**src/rtl/apb2axi_lite_32_64.sv**
```systemverilog
// APB completer to AXI4-Lite manager bridge: one 32-bit APB transfer becomes
// one 64-bit AXI4-Lite transaction, and the AXI response completes the APB access.
module apb2axi_lite_32_64 #(
  parameter int unsigned ADDR_WIDTH     = 32,
  parameter int unsigned AXI_DATA_WIDTH = 64,
  parameter int unsigned APB_DATA_WIDTH = 32
) (
  input  logic                          clk_i,
  input  logic                          rst_ni,
  input  logic                          psel_i,
  input  logic                          penable_i,
  input  logic                          pwrite_i,
  input  logic [ADDR_WIDTH-1:0]         paddr_i,
  input  logic [APB_DATA_WIDTH-1:0]     pwdata_i,
  input  logic [APB_DATA_WIDTH/8-1:0]   pstrb_i,
  input  logic [2:0]                    pprot_i,
  output logic [APB_DATA_WIDTH-1:0]     prdata_o,
  output logic                          pready_o,
  output logic                          pslverr_o,
  output logic                          aw_valid_o,
  input  logic                          aw_ready_i,
  output logic [ADDR_WIDTH-1:0]         aw_addr_o,
  output logic [2:0]                    aw_prot_o,
  output logic                          w_valid_o,
  input  logic                          w_ready_i,
  output logic [AXI_DATA_WIDTH-1:0]     w_data_o,
  output logic [AXI_DATA_WIDTH/8-1:0]   w_strb_o,
  input  logic                          b_valid_i,
  output logic                          b_ready_o,
  input  logic [1:0]                    b_resp_i,
  output logic                          ar_valid_o,
  input  logic                          ar_ready_i,
  output logic [ADDR_WIDTH-1:0]         ar_addr_o,
  output logic [2:0]                    ar_prot_o,
  input  logic                          r_valid_i,
  output logic                          r_ready_o,
  input  logic [AXI_DATA_WIDTH-1:0]     r_data_i,
  input  logic [1:0]                    r_resp_i
);

  localparam int unsigned STRB_W = APB_DATA_WIDTH / 8;

  // Only the 32 -> 64 width pairing is supported.
  if (AXI_DATA_WIDTH != 64) begin : g_bad_axi_width
    $error("apb2axi_lite_32_64: AXI_DATA_WIDTH must be 64");
  end
  if (APB_DATA_WIDTH != 32) begin : g_bad_apb_width
    $error("apb2axi_lite_32_64: APB_DATA_WIDTH must be 32");
  end

  typedef enum logic [2:0] {
    S_IDLE,
    S_WR,
    S_B,
    S_RD,
    S_R,
    S_RESP
  } state_e;

  state_e                    state_q, state_d;
  logic                      aw_done_q, aw_done_d;
  logic                      w_done_q, w_done_d;
  logic                      capture;
  logic                      resp_err;
  logic                      rdata_load;
  logic [APB_DATA_WIDTH-1:0] rdata_lane;

  logic [ADDR_WIDTH-1:0]     addr_q;
  logic [APB_DATA_WIDTH-1:0] wdata_q;
  logic [STRB_W-1:0]         strb_q;
  logic [2:0]                prot_q;

  // Only bit 1 of a response distinguishes error from success.
  logic unused_resp_lsb;
  assign unused_resp_lsb = b_resp_i[0] ^ r_resp_i[0];

  assign rdata_lane = addr_q[2] ? r_data_i[AXI_DATA_WIDTH-1 -: APB_DATA_WIDTH]
                                : r_data_i[APB_DATA_WIDTH-1:0];

  // AXI payload comes straight from the capture registers, stable while valid.
  assign aw_addr_o = addr_q;
  assign ar_addr_o = addr_q;
  assign aw_prot_o = prot_q;
  assign ar_prot_o = prot_q;
  assign w_data_o  = {wdata_q, wdata_q};
  assign w_strb_o  = addr_q[2] ? {strb_q, STRB_W'(0)} : {STRB_W'(0), strb_q};

  // State register and AW/W completion flags.
  always_ff @(posedge clk_i) begin
    if (!rst_ni) begin
      state_q   <= S_IDLE;
      aw_done_q <= 1'b0;
      w_done_q  <= 1'b0;
    end else begin
      state_q   <= state_d;
      aw_done_q <= aw_done_d;
      w_done_q  <= w_done_d;
    end
  end

  // Next-state logic; AXI inputs only matter in their own wait state.
  always_comb begin
    state_d    = state_q;
    aw_done_d  = aw_done_q;
    w_done_d   = w_done_q;
    capture    = 1'b0;
    resp_err   = 1'b0;
    rdata_load = 1'b0;
    unique case (state_q)
      S_IDLE: begin
        if (psel_i && penable_i) begin
          capture   = 1'b1;
          aw_done_d = 1'b0;
          w_done_d  = 1'b0;
          state_d   = pwrite_i ? S_WR : S_RD;
        end
      end
      S_WR: begin
        if (aw_valid_o && aw_ready_i) aw_done_d = 1'b1;
        if (w_valid_o && w_ready_i)   w_done_d  = 1'b1;
        if (aw_done_d && w_done_d)    state_d   = S_B;
      end
      S_B: begin
        if (b_valid_i) begin
          resp_err = b_resp_i[1];
          state_d  = S_RESP;
        end
      end
      S_RD: begin
        if (ar_valid_o && ar_ready_i) state_d = S_R;
      end
      S_R: begin
        if (r_valid_i) begin
          resp_err   = r_resp_i[1];
          rdata_load = 1'b1;
          state_d    = S_RESP;
        end
      end
      S_RESP:  state_d = S_IDLE;
      default: state_d = S_IDLE;
    endcase
  end

  // Registered handshake outputs, decoded from the upcoming state.
  always_ff @(posedge clk_i) begin
    if (!rst_ni) begin
      aw_valid_o <= 1'b0;
      w_valid_o  <= 1'b0;
      b_ready_o  <= 1'b0;
      ar_valid_o <= 1'b0;
      r_ready_o  <= 1'b0;
      pready_o   <= 1'b0;
      pslverr_o  <= 1'b0;
      prdata_o   <= '0;
    end else begin
      aw_valid_o <= (state_d == S_WR) && !aw_done_d;
      w_valid_o  <= (state_d == S_WR) && !w_done_d;
      b_ready_o  <= (state_d == S_B);
      ar_valid_o <= (state_d == S_RD);
      r_ready_o  <= (state_d == S_R);
      pready_o   <= (state_d == S_RESP);
      pslverr_o  <= resp_err;
      if (rdata_load) prdata_o <= rdata_lane;
    end
  end

  // Capture the APB access phase payload.
  always_ff @(posedge clk_i) begin
    if (!rst_ni) begin
      addr_q  <= '0;
      wdata_q <= '0;
      strb_q  <= '0;
      prot_q  <= '0;
    end else if (capture) begin
      addr_q  <= paddr_i;
      wdata_q <= pwdata_i;
      strb_q  <= pstrb_i;
      prot_q  <= pprot_i;
    end
  end

endmodule

```
**config.mk**
```make
export PLATFORM = sky130hd
export DESIGN_NAME = apb2axi_lite_32_64
export DESIGN_NICKNAME = d
export VERILOG_FILES = /design/src/rtl/apb2axi_lite_32_64.sv
export SDC_FILE = /design/constraint.sdc
export NUM_CORES = 1
export LEC_CHECK = 0
export BUFFER_PORTS_ARGS = -buffer_cell sky130_fd_sc_hd__buf_2
export CAP_MARGIN = 20
export CORE_AREA = 2 2 129 131
export DETAILED_ROUTE_END_ITERATION = 8
export DIE_AREA = 0 0 131 133
export PLACE_DENSITY = 0.61
export SYNTH_ARGS = -nofsm -noshare
export SYNTH_HDL_FRONTEND = slang
export SYNTH_SLANG_ARGS = --single-unit
```
**constraint.sdc**
```tcl
create_clock -name clk_i -period 2 [get_ports clk_i]
set_clock_uncertainty 0.1 [all_clocks]
set_input_delay 0.1 -clock clk_i [delete_from_list [all_inputs] [get_ports clk_i]]
set_output_delay 0.1 -clock clk_i [all_outputs]
set_load 0.03 [all_outputs]
```
# After elaboration in Yosys (flattened, before gate mapping)
# Cells that the tools add are included.
# Widths: inputs -> output; s select.
# word_totals
register_bits,115
elab_cells,58
# op_classes
mux,24
eq_ne,9
n_reduce_logical,10
# op_table
cell,n
$mux 32,1
$mux 3,5
$pmux 3 s5,1
$eq 3x2->1 const B,4
$mux 1,12
$eq 3x3->1 const B,3
$mux 8,1
$logic_and 1x1->1,7
$eq 3x1->1 const B,2
$pmux 1 s2,3
$logic_not 3->1,1
$logic_not 1->1,2
$mux 2,1

# Longest topological paths before layout
# depth
word_depth,8
mapped_depth,7
ltp_nobuf,4

# Worst setup path before layout
# No wires, ideal clock.
# synth_path
path_kind,register to register
startpoint,reg addr_q[2] (netlist: ar_addr_o[2])
endpoint,reg prdata_o[1]
path_stages_with_launch,5
period_less_slack_ns,1.699
path_slack_ns,0.301
t_arrival_ns,1.462
setup_ns,0.138
t_required_ns,1.762
path_cell_list,dfxtp_1 > buf_2 > clkbuf_1 > mux2i_1 > a211oi_1
# synth_between
elab_chain_cells,1
# synth_rtl
element,line_no,rtl
"start, declared",68,logic [ADDR_WIDTH-1:0] addr_q;
"start signal, assigned",175,addr_q <= paddr_i;
$mux 32,77,assign rdata_lane = addr_q[2] ? r_data_i[AXI_DATA_WIDTH-1 -: APB_DATA_WIDTH]
"end signal, assigned",163,if (rdata_load) prdata_o <= rdata_lane;
"end, declared",17,"output logic [APB_DATA_WIDTH-1:0] prdata_o,"
# Every way passes these cells.
# A chain may end at the register's enable or synchronous reset.

# Final worst setup path
# layout_path
startpoint,reg addr_q[2] (netlist: ar_addr_o[2])
endpoint,reg prdata_o[2]
# Same word-level chain as after synthesis.

==> results.toml <==
[synthesis]
synth_area_sq_mm = 0.00490
syn_nets = 738
syn_avg_cell_area_sq_um = 8.33
ys_async_sr_fraction_pct = 0
synthCells = 589
synth-seq-cells = 115
ys_seq_area_share_pct = 46.9
ys_types = 32
synth-edff-count = 0
synth_flop_cell = "dfxtp_1"
synth_warnings = 0

[worst_setup_path]
path_class = "register to register"
cp_data_required_time_ns = 2.17
cp_max_fo = 25
end_kind = "register"
crit_arrival_ns = 2.05
regToRegSetupSlack_ns = 0.13
crit_chain = "buf_12 > mux2i_1 > dlygate4sd3_1 > a211oi_1"
max_stage_delay_ns = 0.60
slowest_stage = "dlygate4sd3_1"
crit_family = "buffers and inverters"
path_buf_inv = 2
worst_setup_path_start_kind = "register"

[clocking]
numCtsBuffers = 17
cts_tree = "done"
insertion_delay_ns = 0.40
cts_num_sinks = 115
cts_root_buf = "clkbuf_16"
cts_buffer_depth = 2
clkTransAtPathRegs_ns = 0.06
htreeDepth = 4
post_cts_buffers = 0

[final_layout]
final.fill_count = 1451
num_antenna_cells = 0
layout.nets = 1126
layout.area.seq_sq_mm = 0.00231
fin_cells = 1208
final_cell_mix = "buf_2 (327), nand2_1 (145), dlygate4sd3_1 (139), dfxtp_1 (114), a21oi_1 (74)"
syn2layout_area_growth_pct = 68.1
layout-drive-gt1-share_pct = 37.8
final_common_cell = "buf_2"
multi_input_area_sq_mm = 0.00191

[die]
dieArea_sq_mm = 0.0174
die_h_um = 133
dieWidth_um = 131
core_area_sq_mm = 0.0162
row_count = 47
start_util_pct = 30.3
boundaryPins = 330

[timing]
tightestPinTransition_ns = 0.684
setup_tns_ns = 0
layout_min_cycle_time_ns = 1.87
maxSlewViolCount = 0
fmax_mhz = 533
finalHoldViolations = 0
setup_violations = 0
final.period_utilization_pct = 93.7
rsz0062_at_grt = "false"
maxSlewHeadroom_pct = 53.8

[route]
vias = 5324
post_drt_via_cell_ratio = 4.41
first_pass_iters = 6
wire_per_inst_um = 13.3
drt-total-wl_mm = 16.0
ant_nets = 0
drt_first_iter_violations = 170
route.detailed.drc = 0

[min_path]
hold_path.class = "input pin to register"

[place]
io_buffer_count = 327
dpl.hpwl_mm = 9.90
place.gp.congestion = 0.790
dp.cells = 1039

[global_route]
grt_usage_pct = 17.5
grt_antenna_before_repair = 0
grt_pass1_vias = 4955
grt-ovfl-total = 0
grt_max_degree = 107
grt_pass1_wl_mm = 23.9

[job]
cap_violations = 0

[pwr]
powerDensity_mw_per_mm2 = 806
ir_drop_uv = 513
leakagePower_nw = 3.88

[status]
status = "finished clean"
[worst min-delay path, cell delays in order]
cell and delay [ns]:
buf_2 0.10, mux2i_1 0.17, a211oi_1 0.09
[report_power, final]
part / internal, W / total (W) / switching [W]
logic: 0.000548 / 0.00126 / 0.000714
registers: 0.00239 / 0.00246 / 0.0000742
clock network: 0.00187 / 0.00292 / 0.00105
total: 0.00481 / 0.00665 / 0.00183
[synth_stat cells (2+ instances only)]
cell type  count  area, sq um
nor3_1         8         40.0
clkbuf_1      19         71.3
and2_1         4         25.0
nor4_1         2         12.5
buf_2         19         95.1
mux2i_1       32          320
a31oi_1        2         12.5
a21oi_1       74          370
inv_1          2         7.51
nor3b_1        3         22.5
nor2_1        40          150
nor2b_1        7         43.8
nand2_1      145          544
buf_4         69          518
a211oi_1      32          240
dfxtp_1      115         2300
[routing by layer]
layer | wire [um] | global-route usage, % | up-vias
met5 | 0 | 0 | -
met1 | 6530 | 19.4 | 2412
met3 | 1200 | 5.66 | 15
met4 | 239 | 6.32 | 0
met2 | 8050 | 31.0 | 220
li1 | - | - | 2677
[state kept, by name, indices dropped and copies added (netlist names)]
register,flops
aw_done_q,1
prdata_o,32
r_ready_o,1
wdata_q,32
pslverr_o,1
b_ready_o,1
pready_o,1
w_valid_o,1
w_done_q,1
aw_valid_o,1
strb_q,4
ar_valid_o,1
ar_addr_o,32
state_q,3
ar_prot_o,3
[cells by family after synthesis]
kind of cell | count (synthesis) | share of synthesized area [%]
AOI/OAI and AO/OA | 113 | 13.7
xor gates and xnor gates | 1 | 0.179
muxes | 32 | 6.53
and+or+nand+nor | 217 | 18.3
buffers and inverters | 111 | 14.4
DFF | 115 | 46.9
[final cells by class]
type	instances	share of cell area, %
well taps	220	3.34
flip-flops and latches	115	28.0
clock inverters	10	1.34
multi-input cells	363	23.2
repair buffers	477	38.5
clock buffers	20	5.54
inverters	3	0.152
[timing repair]
action                                  4_1_cts  5_1_grt
resized for setup                             0        1
endpoints found under the setup margin        0        7
endpoints found under the hold margin       111        1
hold buffers                                138        1
[stage by stage]
stage	instance area, sq um	total power, W	worst slack (ns)	utilization [%]	hold WS [ns]
after floorplan	4900	0.00322	0.301	-	0.119
after global placement	6280	0.00353	0.168	38.9	0.240
after detailed placement	6280	0.00354	0.153	38.9	0.246
after CTS	8230	0.00674	0.0644	50.9	0.00863
after global routing	8240	0.00695	0.0168	51.0	0.00355
final	8240	0.00665	0.126	51.0	0.00425
[worst paths after layout]
| path | start | end | depth (start not counted) |
|---|---|---|---|
| setup / recovery | ar_addr_o[2] | prdata_o[2] | 4 |
| hold reg to reg | ar_addr_o[23] | ar_addr_o[23] | 2 |
| hold / removal | r_data_i[46] | prdata_o[14] | 3 |
| setup reg to reg | ar_addr_o[2] | prdata_o[2] | 4 |
No activity file was read; power rests on OpenSTA's default activity.
